--- src/rtl/dcd_scan_ctrl_if.sv ---
// ---------------------------------------------------------------------------
// dcd_scan_ctrl_if
// Bundle between the engine control / state-list storage (master) and the
// decision-variable scanner (slave).
//
// Signals:
//   start_i        master->slave  begin a decision scan (honoured in IDLE only)
//   abort_i        master->slave  synchronous abort, wins over start and ack
//   value_i        master->slave  flattened variable values, var k at [k*WIDTH +: WIDTH]
//   dcd_ack_i      master->slave  consumer accepts the current result
//   busy_o         slave->master  scanner is not idle
//   dcd_valid_o    slave->master  free variable found, index on dcd_idx_o
//   dcd_idx_o      slave->master  index of the locked free variable
//   all_assigned_o slave->master  scan ended without a free variable
//   dbg_state      slave->master  encoded FSM state for observation
//
// Handshake: a result (dcd_valid_o or all_assigned_o) is held stable until
// dcd_ack_i is sampled high on a rising edge; the result is consumed on that
// edge and the flag drops after it. dcd_ack_i has no effect while neither
// flag is up. value_i must be held stable by the master while busy_o is high.
// ---------------------------------------------------------------------------
interface dcd_scan_ctrl_if #(
    parameter int NUM_VARS = 8,
    parameter int WIDTH    = 3,
    parameter int IDX_W    = $clog2(NUM_VARS)
);
    logic                      start_i;
    logic                      abort_i;
    logic [NUM_VARS*WIDTH-1:0] value_i;
    logic                      dcd_ack_i;
    logic                      busy_o;
    logic                      dcd_valid_o;
    logic [IDX_W-1:0]          dcd_idx_o;
    logic                      all_assigned_o;
    logic [1:0]                dbg_state;

    modport master (
        output start_i, abort_i, value_i, dcd_ack_i,
        input  busy_o, dcd_valid_o, dcd_idx_o, all_assigned_o, dbg_state
    );

    modport slave (
        input  start_i, abort_i, value_i, dcd_ack_i,
        output busy_o, dcd_valid_o, dcd_idx_o, all_assigned_o, dbg_state
    );
endinterface

--- src/rtl/dcd_scan_ctrl.sv ---
// ---------------------------------------------------------------------------
// dcd_scan_ctrl
// Sequential decision-variable scanner. On start it walks the variable value
// array one index per cycle from 0, locks onto the first free variable
// (value == 0) and offers its index under a valid/ack handshake, or reports
// that every variable is assigned.
//
// Ports:
//   clk  rising-edge clock
//   rst  asynchronous active-low reset
//   bus  dcd_scan_ctrl_if slave modport (start/abort/values/ack in,
//        busy/valid/index/all-assigned/debug state out)
// ---------------------------------------------------------------------------
module dcd_scan_ctrl #(
    parameter int NUM_VARS = 8,
    parameter int WIDTH    = 3,
    parameter int IDX_W    = $clog2(NUM_VARS)
) (
    input  logic           clk,
    input  logic           rst,
    dcd_scan_ctrl_if.slave bus
);

    typedef enum logic [1:0] {
        ST_IDLE   = 2'd0,
        ST_SCAN   = 2'd1,
        ST_FOUND  = 2'd2,
        ST_ALLSET = 2'd3
    } state_t;

    localparam logic [IDX_W-1:0] LAST_IDX = IDX_W'(NUM_VARS - 1);

    state_t           r_state;
    state_t           w_next_state;
    logic [IDX_W-1:0] r_scan_cnt;
    logic [IDX_W-1:0] w_next_cnt;
    logic [IDX_W-1:0] r_idx;
    logic [IDX_W-1:0] w_next_idx;
    logic             w_cur_free;

    // Free decode of the variable currently addressed by the scan counter.
    always_comb begin
        w_cur_free = 1'b0;
        for (int k = 0; k < NUM_VARS; k++) begin
            if (r_scan_cnt == IDX_W'(k)) begin
                w_cur_free = (bus.value_i[k*WIDTH +: WIDTH] == '0);
            end
        end
    end

    always_ff @(posedge clk or negedge rst) begin
        if (!rst) begin
            r_state    <= ST_IDLE;
            r_scan_cnt <= '0;
            r_idx      <= '0;
        end else begin
            r_state    <= w_next_state;
            r_scan_cnt <= w_next_cnt;
            r_idx      <= w_next_idx;
        end
    end

    always_comb begin
        w_next_state = r_state;
        w_next_cnt   = r_scan_cnt;
        w_next_idx   = r_idx;
        if (bus.abort_i) begin
            // Abort wins over start and ack; the index register is left alone.
            w_next_state = ST_IDLE;
            w_next_cnt   = '0;
        end else begin
            case (r_state)
                ST_IDLE: begin
                    if (bus.start_i) begin
                        w_next_state = ST_SCAN;
                        w_next_cnt   = '0;
                    end
                end
                ST_SCAN: begin
                    if (w_cur_free) begin
                        // Lock: later variables are never examined.
                        w_next_idx   = r_scan_cnt;
                        w_next_state = ST_FOUND;
                    end else if (r_scan_cnt == LAST_IDX) begin
                        // Counter stops here; it never wraps back to 0.
                        w_next_state = ST_ALLSET;
                    end else begin
                        w_next_cnt = r_scan_cnt + 1'b1;
                    end
                end
                ST_FOUND, ST_ALLSET: begin
                    if (bus.dcd_ack_i) begin
                        w_next_state = ST_IDLE;
                    end
                end
                default: begin
                    w_next_state = ST_IDLE;
                end
            endcase
        end
    end

    // All outputs are decoded from registered state only.
    assign bus.busy_o         = (r_state != ST_IDLE);
    assign bus.dcd_valid_o    = (r_state == ST_FOUND);
    assign bus.all_assigned_o = (r_state == ST_ALLSET);
    assign bus.dcd_idx_o      = r_idx;
    assign bus.dbg_state      = r_state;

endmodule

--- src/flat_wrapper.sv ---
// flat-port wrapper written by rule: the top's interface ports become plain ports
module dcd_scan_ctrl_flat 
#(
    parameter int NUM_VARS = 8,
    parameter int WIDTH    = 3,
    parameter int IDX_W    = $clog2(NUM_VARS)
)
  (clk, rst, bus_start_i, bus_abort_i, bus_value_i, bus_dcd_ack_i, bus_busy_o, bus_dcd_valid_o, bus_dcd_idx_o, bus_all_assigned_o, bus_dbg_state);
  dcd_scan_ctrl_if #(.NUM_VARS(NUM_VARS), .WIDTH(WIDTH), .IDX_W(IDX_W)) bus_i ();
  input  logic clk;
  input  logic rst;
  input wire logic [$bits(bus_i.start_i)-1:0] bus_start_i;
  input wire logic [$bits(bus_i.abort_i)-1:0] bus_abort_i;
  input wire logic [$bits(bus_i.value_i)-1:0] bus_value_i;
  input wire logic [$bits(bus_i.dcd_ack_i)-1:0] bus_dcd_ack_i;
  output wire logic [$bits(bus_i.busy_o)-1:0] bus_busy_o;
  output wire logic [$bits(bus_i.dcd_valid_o)-1:0] bus_dcd_valid_o;
  output wire logic [$bits(bus_i.dcd_idx_o)-1:0] bus_dcd_idx_o;
  output wire logic [$bits(bus_i.all_assigned_o)-1:0] bus_all_assigned_o;
  output wire logic [$bits(bus_i.dbg_state)-1:0] bus_dbg_state;
  assign bus_i.start_i = bus_start_i;
  assign bus_i.abort_i = bus_abort_i;
  assign bus_i.value_i = bus_value_i;
  assign bus_i.dcd_ack_i = bus_dcd_ack_i;
  assign bus_busy_o = bus_i.busy_o;
  assign bus_dcd_valid_o = bus_i.dcd_valid_o;
  assign bus_dcd_idx_o = bus_i.dcd_idx_o;
  assign bus_all_assigned_o = bus_i.all_assigned_o;
  assign bus_dbg_state = bus_i.dbg_state;
  dcd_scan_ctrl #(.NUM_VARS(NUM_VARS), .WIDTH(WIDTH), .IDX_W(IDX_W)) u_core (.clk(clk), .rst(rst), .bus(bus_i));
endmodule
--- config.mk ---
export PLATFORM = sky130hd
export DESIGN_NAME = dcd_scan_ctrl_flat
export DESIGN_NICKNAME = d
export VERILOG_FILES = /design/src/rtl/dcd_scan_ctrl_if.sv /design/src/rtl/dcd_scan_ctrl.sv /design/src/flat_wrapper.sv
export SDC_FILE = /design/constraint.sdc
export NUM_CORES = 1
export LEC_CHECK = 0
export ABC_AREA = 0
export BUFFER_PORTS_ARGS = -buffer_cell sky130_fd_sc_hd__buf_2
export CAP_MARGIN = 20
export CORE_UTILIZATION = 40
export DETAILED_ROUTE_END_ITERATION = 7
export PLACE_DENSITY = 0.74
export SLEW_MARGIN = 15
export SYNTH_ARGS = -nofsm -noshare
export SYNTH_HDL_FRONTEND = slang
export SYNTH_SLANG_ARGS = --single-unit
--- constraint.sdc ---
create_clock -name clk -period 2.8 [get_ports clk]
set_input_delay 0.14 -clock clk [delete_from_list [all_inputs] [get_ports clk]]
set_output_delay 0.14 -clock clk [all_outputs]
set_load 0.1 [all_outputs]
==> results of run 1 <==
==> layer usage <==
metal | track usage (%) | share of wire [%] | up-vias
li1 | - | - | 303
met1 | 20.21 | 45 | 249
met2 | 32.54 | 49 | 19
met3 | 3.333 | 5.7 | 0
met4 | 10.00 | 0 | 0
met5 | 0 | 0 | -
==> layout by cell type (no fill, tap or decap) <==
cell type,synthesis,final
o211ai_2,1,1
o22a_1,1,1
a211oi_1,2,2
dlygate4sd3_1,0,1
buf_2,0,36
o21ai_0,1,1
nor2_1,5,5
dfrtp_1,8,8
o22ai_1,3,3
a21oi_1,3,3
nor4b_2,2,2
nand2_1,3,3
o31a_1,1,1
nor3_1,1,1
and2_1,1,1
nor4b_1,2,2
clkbuf_4,0,3
ha_1,6,6
a21oi_4,1,1
nand3b_2,1,1
nand2b_1,1,1
inv_1,6,6
o21ai_1,1,1
a311oi_1,1,1
or2_2,1,1
o31ai_1,2,2
mux2i_1,1,1
nand3_1,2,2
mux2_1,3,3
==> synth_stat cells, types with 2 or more instances <==
| cell | count | area (um^2) |
|---|---|---|
| inv_1 | 6 | 22.52 |
| a21oi_1 | 3 | 15.01 |
| nand2_1 | 3 | 11.26 |
| nor4b_2 | 2 | 30.03 |
| dfrtp_1 | 8 | 200.2 |
| o31ai_1 | 2 | 15.01 |
| nor4b_1 | 2 | 17.52 |
| nor2_1 | 5 | 18.77 |
| o22ai_1 | 3 | 18.77 |
| mux2_1 | 3 | 33.78 |
| nand3_1 | 2 | 10.01 |
| ha_1 | 6 | 75.07 |
| a211oi_1 | 2 | 15.01 |
==> worst min path at each step <==
stage	end	slack (ns)	depth (start not counted)
4_1_cts	u_core.bus.dbg_state[0]$_DFFE_PN0P_	0.1	2
3_5_place_dp	u_core.bus.dcd_idx_o[2]$_DFFE_PN0P_	-0.02	1
2_1_floorplan	u_core.bus.dbg_state[0]$_DFFE_PN0P_	-0.16	0
3_3_place_gp	u_core.r_scan_cnt[2]$_DFFE_PN0P_	-0.02	1
6_report	u_core.bus.dbg_state[0]$_DFFE_PN0P_	0.10	2
5_1_grt	u_core.bus.dbg_state[0]$_DFFE_PN0P_	0.1	2
==> area by class of cell <==
| class | instances | area share [%] |
|---|---|---|
| clock buffers | 3 | 2.731 |
| repair buffers | 37 | 23.07 |
| well taps | 15 | 2.276 |
| multi-input cells | 46 | 44.92 |
| flip-flops and latches | 8 | 24.28 |
| inverters | 6 | 2.731 |
==> through the flow <==
stage / power, mW / utilization [%] / cell area, um^2 / hold slack [ns] / setup slack (ns)
2_1_floorplan: 0.2257 / - / 593.1 / -0.1556 / 0.2336
3_3_place_gp: 0.2618 / 59.38 / 792.0 / -0.01647 / 0.7124
3_5_place_dp: 0.2643 / 59.38 / 792.0 / -0.01696 / 0.6604
4_1_cts: 0.3507 / 61.82 / 824.5 / 0.09745 / 0.6586
5_1_grt: 0.3650 / 61.82 / 824.5 / 0.09941 / 0.4734
6_report: 0.3452 / 61.82 / 824.5 / 0.1045 / 0.6847
==> flip-flops by register name, summed over array words and instances, names as in the netlist <==
register              cells
u_core.bus.dcd_idx_o      3
u_core.r_scan_cnt         3
u_core.bus.dbg_state      2
==> power by group through the flow <==
stage | clock network, mW | registers, mW | logic [mW]
floorplan | 0 | 0.171 | 0.0544
CTS | 0.0869 | 0.131 | 0.132
detailed placement | 0 | 0.133 | 0.131
global route | 0.0921 | 0.132 | 0.141
finish | 0.0820 | 0.131 | 0.132
global placement | 0 | 0.133 | 0.129
==> worst max-delay path, cell delays in order, from the launching register on <==
cell	delay, ns
dfrtp_1	0.40
inv_1	0.11
ha_1	0.20
nor4b_1	0.30
a211oi_1	0.11
o211ai_2	0.21
nand3b_2	0.13
a21oi_4	0.20
mux2_1	0.34
==> logic make-up (layout without fill, tap and decap cells) <==
family / Yosys count / count (layout)
simple gates: 19 / 19
compound gates: 17 / 17
flops: 8 / 8
fa+ha+maj: 6 / 6
buf+inv: 6 / 46
mux: 4 / 4
==> timing repair <==
item	in CTS	in global routing
hold buffers	1	0
hold endpoints to repair	8	0
setup endpoints to repair	0	0
==> metrics.csv, run 1 <==
stage,metric,value,unit
global_routing,antenna_found_initial,0,
pwr,switching_power,131.9,uW
timing,fmaxAchievable,472.7,MHz
synthesis,synthAdderAreaFrac,12.66,%
cells_and_area,finish.net_count,137,
pwr,swShare,38.21,%
cells_and_area,drive_gt1_share,45.00,%
route,via_count,571,
route,routed_wl,1343,um
route,wl_per_cell,11.68,um
clocking,clkLatencyLatePin,0.24,ns
route,vias_per_cell,4.965,
synthesis,synthSimpleGateAreaFrac,20.68,%
setup_path,cp.required,2.92,ns
setup_path,reg2reg_from,u_core.r_scan_cnt[1]$_DFFE_PN0P_,
cells_and_area,nFillCells,125,
clocking,htree_levels,1,
setup_path,r2r_slack,0.68,ns
setup_path,r2r_cells,8,
setup_path,cp_max_fo,4,
clocking,post_cts_buffers,0,
timing,hold_violations,0,
timing,report.final.slew_viol_count,0,
synthesis,synth_nets,95,
timing,slew_headroom,67.43,%
route,postRouteAntennaNets,0,
die,core_region_area,0.001334,mm^2
setup_path,arrival,2.24,ns
status,status,"finished, final reports clean",
timing,tightest_slew,0.4920,ns
cells_and_area,antennaDiodeCount,0,
cells_and_area,multi_input_area,370.4,um^2
global_routing,grt_max_degree,10,
global_routing,grt_pass1_vias,510,
timing,min_period,2.115,ns
cells_and_area,area_growth,39.03,%
synthesis,synthFlopType,dfrtp_1,
synthesis,synth_cells,60,
pwr,sequentialPowerShare,38.1,%
setup_path,path_class,flip-flop to flip-flop,
setup_path,crit_path_end,u_core.bus.dcd_idx_o[0]$_DFFE_PN0P_,
synthesis,synthXorXnorAreaFrac,0,%
clocking,root_buffer,clkbuf_4,
clocking,clk_path_buf_depth,2,
worst_hold_path,min_path_type,primary input to flip-flop,
global_routing,grt_pass1_wl,1918,um
setup_path,cp-end-kind,flip-flop,
synthesis,synth_seq_cells,8,
placement,place_hpwl,1123,um
setup_path,r2r_end,u_core.bus.dcd_idx_o[0]$_DFFE_PN0P_,
timing,tns,0,ns
pwr,p_int,213.3,uW
timing,period_share,75.55,%
clocking,clk_pin_slew,0.05,ns
placement,place_congestion,0.7218,
cells_and_area,layoutNonFillerInstCount,115,
setup_path,startpoint_type,flip-flop,
global_routing,grt.overflow.total,0,
clocking,clock_sinks,8,
pwr,p_leak,0.4275,nW
synthesis,syn_area,593.1,um^2
die,die_w,40.51,um
synthesis,async_flop_share,100.0,%
timing,fin_skew,0.0005883,ns
job,drv_cap,0,
route,first_pass_iters,4,
synthesis,synthDistinctLibCells,26,
cells_and_area,seqCellArea,200.2,um^2
pwr,p_comb_share,38.2,%
route,drt_iter0_drc,7,
synthesis,synth_compound_area_share,21.73,%
die,die_h,40.51,um
clocking,numCtsBuffers,3,
die,io-pin-count,37,
timing,final-setup-viol-count,0,
synthesis,synth_top_family_by_area,compound AO/OA/AOI/OAI gates,
route,drc,0,
die,placementRows,13,
placement,dp_cells,111,
timing,grt_setup_unrepaired,false,
synthesis,synth_seq_area_share,33.76,%
setup_path,crit_start,u_core.r_scan_cnt[1]$_DFFE_PN0P_,
pwr,power_frac_clock,23.7,%
synthesis,avgSynthCellArea,9.884,um^2
die,initial_core_util,44.47,%
pwr,irDropWorstVdd,0.0002490,V
global_routing,groute.usage.overall,18.32,%
synthesis,synth.area.mux_share,7.384,%
placement,numPortBuffers,36,
synthesis,ys_warn_count,0,
clocking,tritoncts,yes,
clocking,cts.repair.resized,0,
pwr,p_per_area,418.6,mW/mm^2
worst_hold_path,min_from,bus_abort_i,
die,die_area,0.001641,mm^2
synthesis,synth_edf_count,0,
Power figures use the tool's default switching activity.
==> run 2: changes to the inputs <==
--- a/config.mk
+++ b/config.mk
@@ -8,9 +8,9 @@
 export ABC_AREA = 0
 export BUFFER_PORTS_ARGS = -buffer_cell sky130_fd_sc_hd__buf_2
 export CAP_MARGIN = 20
-export CORE_UTILIZATION = 40
+export CORE_UTILIZATION = 37
 export DETAILED_ROUTE_END_ITERATION = 7
-export PLACE_DENSITY = 0.74
+export PLACE_DENSITY = 0.72
 export SLEW_MARGIN = 15
 export SYNTH_ARGS = -nofsm -noshare
 export SYNTH_HDL_FRONTEND = slang
==> constraint.sdc (replaced) <==
create_clock -name clk -period 1.91 [get_ports clk]
set_input_delay 0.0955 -clock clk [delete_from_list [all_inputs] [get_ports clk]]
set_output_delay 0.0955 -clock clk [all_outputs]
set_load 0.1 [all_outputs]
==> metrics.csv, run 2 (synthesis results as in run 1) <==
stage,metric,value,unit,change
status,status,"finished, violations left",,"was finished, final reports clean"
status,violations,negative setup slack,,
clocking,tritoncts,yes,,unchanged
worst_hold_path,min_path_type,primary input to flip-flop,,unchanged
timing,hold_violations,0,,unchanged
global_routing,grt.overflow.total,0,,unchanged
clocking,clk_path_buf_depth,2,,unchanged
timing,final-setup-viol-count,6,,was 0
setup_path,crit_start,u_core.r_scan_cnt[1]$_DFFE_PN0P_,,unchanged
clocking,htree_levels,1,,unchanged
cells_and_area,final_common_cell,buf_2,,unchanged
timing,fmaxAchievable,504.7,MHz,was 472.7 MHz
placement,numPortBuffers,36,,unchanged
setup_path,r2r_cells,8,,unchanged
cells_and_area,antennaDiodeCount,0,,unchanged
cells_and_area,final_cell_mix,"buf_2, buf_4, dfrtp_1",,"was buf_2, dfrtp_1, inv_1, ha_1, nor2_1"
die,die_area,0.001767,mm^2,was 0.001641 mm^2
timing,period_share,103.7,%,was 75.55%
setup_path,cp.required,2.03,ns,was 2.92 ns
cells_and_area,finish.net_count,150,,was 137
timing,tightest_slew,0.4838,ns,was 0.4920 ns
route,postRouteAntennaNets,0,,unchanged
die,placementRows,14,,was 13
cells_and_area,layoutNonFillerInstCount,130,,was 115
placement,dp_cells,120,,was 111
cells_and_area,drive_gt1_share,69.30,%,was 45.00%
setup_path,arrival,2.11,ns,was 2.24 ns
setup_path,r2r_slack,-0.07,ns,was 0.68 ns
die,io-pin-count,37,,unchanged
worst_hold_path,whs_path_depth,2,,unchanged
clocking,clock_sinks,8,,unchanged
clocking,clkLatencyLatePin,0.24,ns,about the same
cells_and_area,nFillCells,115,,was 125
job,drv_cap,0,,unchanged
route,drc,0,,unchanged
route,wl_per_cell,13.87,um,was 11.68 um
setup_path,cp-end-kind,flip-flop,,unchanged
global_routing,grt_max_degree,10,,unchanged
pwr,p_leak,0.5172,nW,was 0.4275 nW
worst_hold_path,holdPathEnd,u_core.bus.dbg_state[0]$_DFFE_PN0P_,,unchanged
setup_path,cp_max_fo,4,,unchanged
timing,fin_skew,0.002078,ns,was 0.0005883 ns
setup_path,reg2reg_from,u_core.r_scan_cnt[1]$_DFFE_PN0P_,,unchanged
clocking,clk_pin_slew,0.05,ns,about the same
route,first_pass_iters,4,,unchanged
clocking,numCtsBuffers,3,,unchanged
route,vias_per_cell,5.215,,was 4.965
timing,grt_setup_unrepaired,true,,was false
clocking,root_buffer,clkbuf_4,,unchanged
die,die_h,42.04,um,was 40.51 um
placement,place_congestion,0.8034,,was 0.7218
global_routing,grt_pass1_wl,2766,um,was 1918 um
setup_path,r2r_end,u_core.bus.dcd_idx_o[1]$_DFFE_PN0P_,,was u_core.bus.dcd_idx_o[0]$_DFFE_PN0P_
route,via_count,678,,was 571
worst_hold_path,min_from,bus_abort_i,,unchanged
route,routed_wl,1803,um,was 1343 um
pwr,irDropWorstVdd,0.0004730,V,was 0.0002490 V
global_routing,groute.usage.overall,21.09,%,was 18.32%
timing,slew_headroom,67.97,%,was 67.43%
global_routing,grt_pass1_vias,662,,was 510
pwr,p_per_area,551.0,mW/mm^2,was 418.6 mW/mm^2
global_routing,antenna_found_initial,0,,unchanged
timing,min_period,1.981,ns,was 2.115 ns
placement,place_hpwl,1163,um,was 1123 um
setup_path,path_class,flip-flop to flip-flop,,unchanged
timing,final.setup.worst_slack,-0.07141,ns,was 0.6847 ns
route,drt_iter0_drc,4,,was 7
die,initial_core_util,39.37,%,was 44.47%
cells_and_area,area_growth,81.86,%,was 39.03%
setup_path,startpoint_type,flip-flop,,unchanged
timing,report.final.slew_viol_count,0,,unchanged
die,die_w,42.04,um,was 40.51 um
pwr,p_total,594.3,uW,was 345.2 uW
die,core_region_area,0.001506,mm^2,was 0.001334 mm^2
## run 2: cell count changes in the layout (fill, tap and decap cells not counted), sizes merged
cell | previous run | this run
buf | 36 | 49
clkbuf | 3 | 4
## run 2: through the flow
stage / cell area, um^2 / hold WS (ns) / setup slack, ns / utilization, % / TNS [ns]
finish: 1079 / 0.06825 / -0.07141 / 71.59 / -0.2676
global route: 1079 / 0.06552 / -0.1548 / 71.59 / -0.9408
CTS: 1066 / 0.05521 / -0.04698 / 70.76 / -0.2094
floorplan: 603.1 / -0.2001 / 0.02403 / - / 0
global placement: 863.3 / -0.06135 / -0.1706 / 57.31 / -0.6341
detailed placement: 863.3 / -0.05486 / -0.1805 / 57.31 / -0.9821
## run 2: worst max-delay path by stage
stage,end,slack [ns]
2_1_floorplan,u_core.bus.dcd_idx_o[0]$_DFFE_PN0P_,0.02
3_3_place_gp,u_core.bus.dcd_idx_o[1]$_DFFE_PN0P_,-0.17
3_5_place_dp,u_core.bus.dcd_idx_o[1]$_DFFE_PN0P_,-0.18
4_1_cts,u_core.bus.dcd_idx_o[1]$_DFFE_PN0P_,-0.05
5_1_grt,u_core.r_scan_cnt[2]$_DFFE_PN0P_,-0.15
6_report,u_core.bus.dcd_idx_o[1]$_DFFE_PN0P_,-0.07
## run 2: area by class of cell
class	instances	area [um^2]	share of cell area, %
inverter	6	22.52	2.088
sequential	8	201.4	18.68
timing repair buffer	50	287.8	26.68
multi-input combinational	46	520.5	48.26
clock buffer	4	26.28	2.436
tap	16	20.02	1.856
## run 2: what timing repair did
action                     in CTS  in global routing
setup buffers                   4                  1
resized for setup              25                  1
hold endpoints to repair        8                  0
setup endpoints to repair       8                  8
hold buffers                    1                  0
pin swaps                       9                  4
## run 2: worst max-delay path, cell delays in order, from the launching register on
cell and delay (ns):
dfrtp_1 0.41, inv_2 0.13, ha_4 0.16, nor4b_4 0.23, a211oi_2 0.08, o21ai_2 0.21, nand3b_4 0.11, a21oi_4 0.20
mux2_4 0.33
## run 2: where the power goes
part / switching, mW / internal, mW / total [mW]
sequential: 0.0131 / 0.181 / 0.194
clock: 0.0528 / 0.0796 / 0.132
combinational: 0.161 / 0.106 / 0.268
## run 2: per-layer routing
metal / global-route usage (%) / routed length, um
met2: 40.31 / 951
met1: 21.49 / 689
met4: 11.88 / 49
met5: 0 / 0
met3: 3.017 / 113
==> run 3: changes to the inputs <==
--- a/config.mk
+++ b/config.mk
@@ -10,6 +10,7 @@
 export CAP_MARGIN = 20
 export CORE_UTILIZATION = 37
 export DETAILED_ROUTE_END_ITERATION = 7
+export MAX_ROUTING_LAYER = met4
 export PLACE_DENSITY = 0.72
 export SLEW_MARGIN = 15
 export SYNTH_ARGS = -nofsm -noshare
==> metrics.csv, run 3 (synthesis results as in run 1) <==
stage,metric,value,unit,change
clocking,numCtsBuffers,3,,unchanged
setup_path,arrival,2.11,ns,about the same
timing,grt_setup_unrepaired,true,,unchanged
global_routing,grt_pass1_vias,658,,was 662
global_routing,antenna_found_initial,0,,unchanged
clocking,clk_path_buf_depth,2,,unchanged
cells_and_area,final_util,71.59,%,unchanged
global_routing,grt.overflow.total,0,,unchanged
clocking,clk_pin_slew,0.05,ns,about the same
die,die_area,0.001767,mm^2,unchanged
setup_path,path_class,flip-flop to flip-flop,,unchanged
clocking,clkLatencyLatePin,0.24,ns,about the same
setup_path,cp_max_fo,4,,unchanged
clocking,clock_sinks,8,,unchanged
pwr,p_per_area,550.7,mW/mm^2,was 551.0 mW/mm^2
pwr,p_leak,0.5172,nW,unchanged
timing,whs,0.06853,ns,was 0.06825 ns
die,io-pin-count,37,,unchanged
setup_path,cp-end-kind,flip-flop,,unchanged
timing,tightest_slew,0.4838,ns,about the same
die,die_w,42.04,um,unchanged
cells_and_area,drive_gt1_share,69.30,%,unchanged
clocking,root_buffer,clkbuf_4,,unchanged
status,violations,negative setup slack,,unchanged
timing,tns,-0.2895,ns,was -0.2676 ns
placement,post-place-ws,-0.1805,ns,unchanged
route,vias_per_cell,5.238,,was 5.215
timing,period_share,104.1,%,was 103.7%
placement,dp_cells,120,,unchanged
route,routed_wl,1799,um,was 1803 um
cells_and_area,final_common_cell,buf_2,,unchanged
worst_hold_path,min_path_type,primary input to flip-flop,,unchanged
cells_and_area,final_cell_mix,"buf_2, buf_4, dfrtp_1",,unchanged
pwr,irDropWorstVdd,0.0004730,V,about the same
die,initial_core_util,39.37,%,unchanged
global_routing,groute.usage.overall,21.67,%,was 21.09%
timing,min_period,1.988,ns,was 1.981 ns
timing,hold_violations,0,,unchanged
timing,slew_headroom,67.97,%,about the same
timing,final-setup-viol-count,6,,unchanged
job,drv_cap,0,,unchanged
setup_path,cp.required,2.03,ns,about the same
timing,fmaxAchievable,503.1,MHz,was 504.7 MHz
pwr,p_total,593.9,uW,was 594.3 uW
route,first_pass_iters,4,,unchanged
route,wl_per_cell,13.84,um,was 13.87 um
timing,final.setup.worst_slack,-0.07759,ns,was -0.07141 ns
placement,place_area,863.3,um^2,unchanged
clocking,tritoncts,yes,,unchanged
die,placementRows,14,,unchanged
route,via_count,681,,was 678
cells_and_area,antennaDiodeCount,0,,unchanged
cells_and_area,nFillCells,115,,unchanged
clocking,htree_levels,1,,unchanged
setup_path,startpoint_type,flip-flop,,unchanged
die,die_h,42.04,um,unchanged
global_routing,grt_pass1_wl,2766,um,unchanged
placement,place_congestion,0.8151,,was 0.8034
route,drt_iter0_drc,4,,unchanged
placement,place_hpwl,1163,um,unchanged
placement,numPortBuffers,36,,unchanged
route,drc,0,,unchanged
global_routing,grt_max_degree,10,,unchanged
die,core_region_area,0.001506,mm^2,unchanged
cells_and_area,area_growth,81.86,%,unchanged
route,postRouteAntennaNets,0,,unchanged
cells_and_area,finish.net_count,150,,unchanged
cells_and_area,fin_area,0.001079,mm^2,unchanged
timing,report.final.slew_viol_count,0,,unchanged
cells_and_area,layoutNonFillerInstCount,130,,unchanged
status,status,"finished, violations left",,unchanged
timing,fin_skew,0.001676,ns,was 0.002078 ns
run 3: cell counts in the layout (fill, tap and decap cells not counted):
No cell type changed its count.
run 3: final timing paths:
path,from,endpoint,slack (ns),depth (start not counted)
worst max register to register,u_core.r_scan_cnt[1]$_DFFE_PN0P_,u_core.bus.dcd_idx_o[1]$_DFFE_PN0P_,-0.08,8
worst max-delay path,u_core.r_scan_cnt[1]$_DFFE_PN0P_,u_core.bus.dcd_idx_o[1]$_DFFE_PN0P_,-0.08,8
min in group asynchronous,rst,u_core.bus.dbg_state[1]$_DFFE_PN0P_,0.22,2
worst min-delay path,bus_abort_i,u_core.bus.dbg_state[0]$_DFFE_PN0P_,0.07,2
worst min register to register,u_core.bus.dcd_idx_o[0]$_DFFE_PN0P_,u_core.bus.dcd_idx_o[0]$_DFFE_PN0P_,0.51,1
max in group asynchronous,rst,u_core.bus.dbg_state[0]$_DFFE_PN0P_,1.52,2
run 3: cell type report:
type	count	area, um^2	share of cell area [%]
inverters	6	22.52	2.088
clock buffers	4	26.28	2.436
well taps	16	20.02	1.856
repair buffers	50	287.8	26.68
multi-input cells	46	520.5	48.26
flip-flops and latches	8	201.4	18.68
run 3: per-layer routing:
| metal | global-route usage (%) | vias to the layer above | wire [um] |
|---|---|---|---|
| met5 | - | - | 0 |
| met4 | 11.88 | 0 | 49 |
| met3 | 3.017 | 6 | 127 |
| met2 | 40.00 | 35 | 947 |
| met1 | 21.76 | 309 | 675 |
| li1 | - | 331 | - |
run 3: critical path, stage by stage (launching register included):
cell and delay [ns]:
dfrtp_1 0.41, inv_2 0.13, ha_4 0.16, nor4b_4 0.24, a211oi_2 0.08, o21ai_2 0.21, nand3b_4 0.11, a21oi_4 0.20
mux2_4 0.33
run 3: repair_timing:
item,in CTS,in global routing
hold endpoints to repair,8,0
setup buffers,4,1
endpoints found under the setup margin,8,8
pin swaps,9,4
hold buffers,1,0
resized for setup,25,1
run 3: power by group:
group / internal, mW / switching [mW] / leakage [nW]
clock: 0.0796 / 0.0529 / 0.0150
sequential: 0.181 / 0.0131 / 0.108
combinational: 0.106 / 0.161 / 0.394
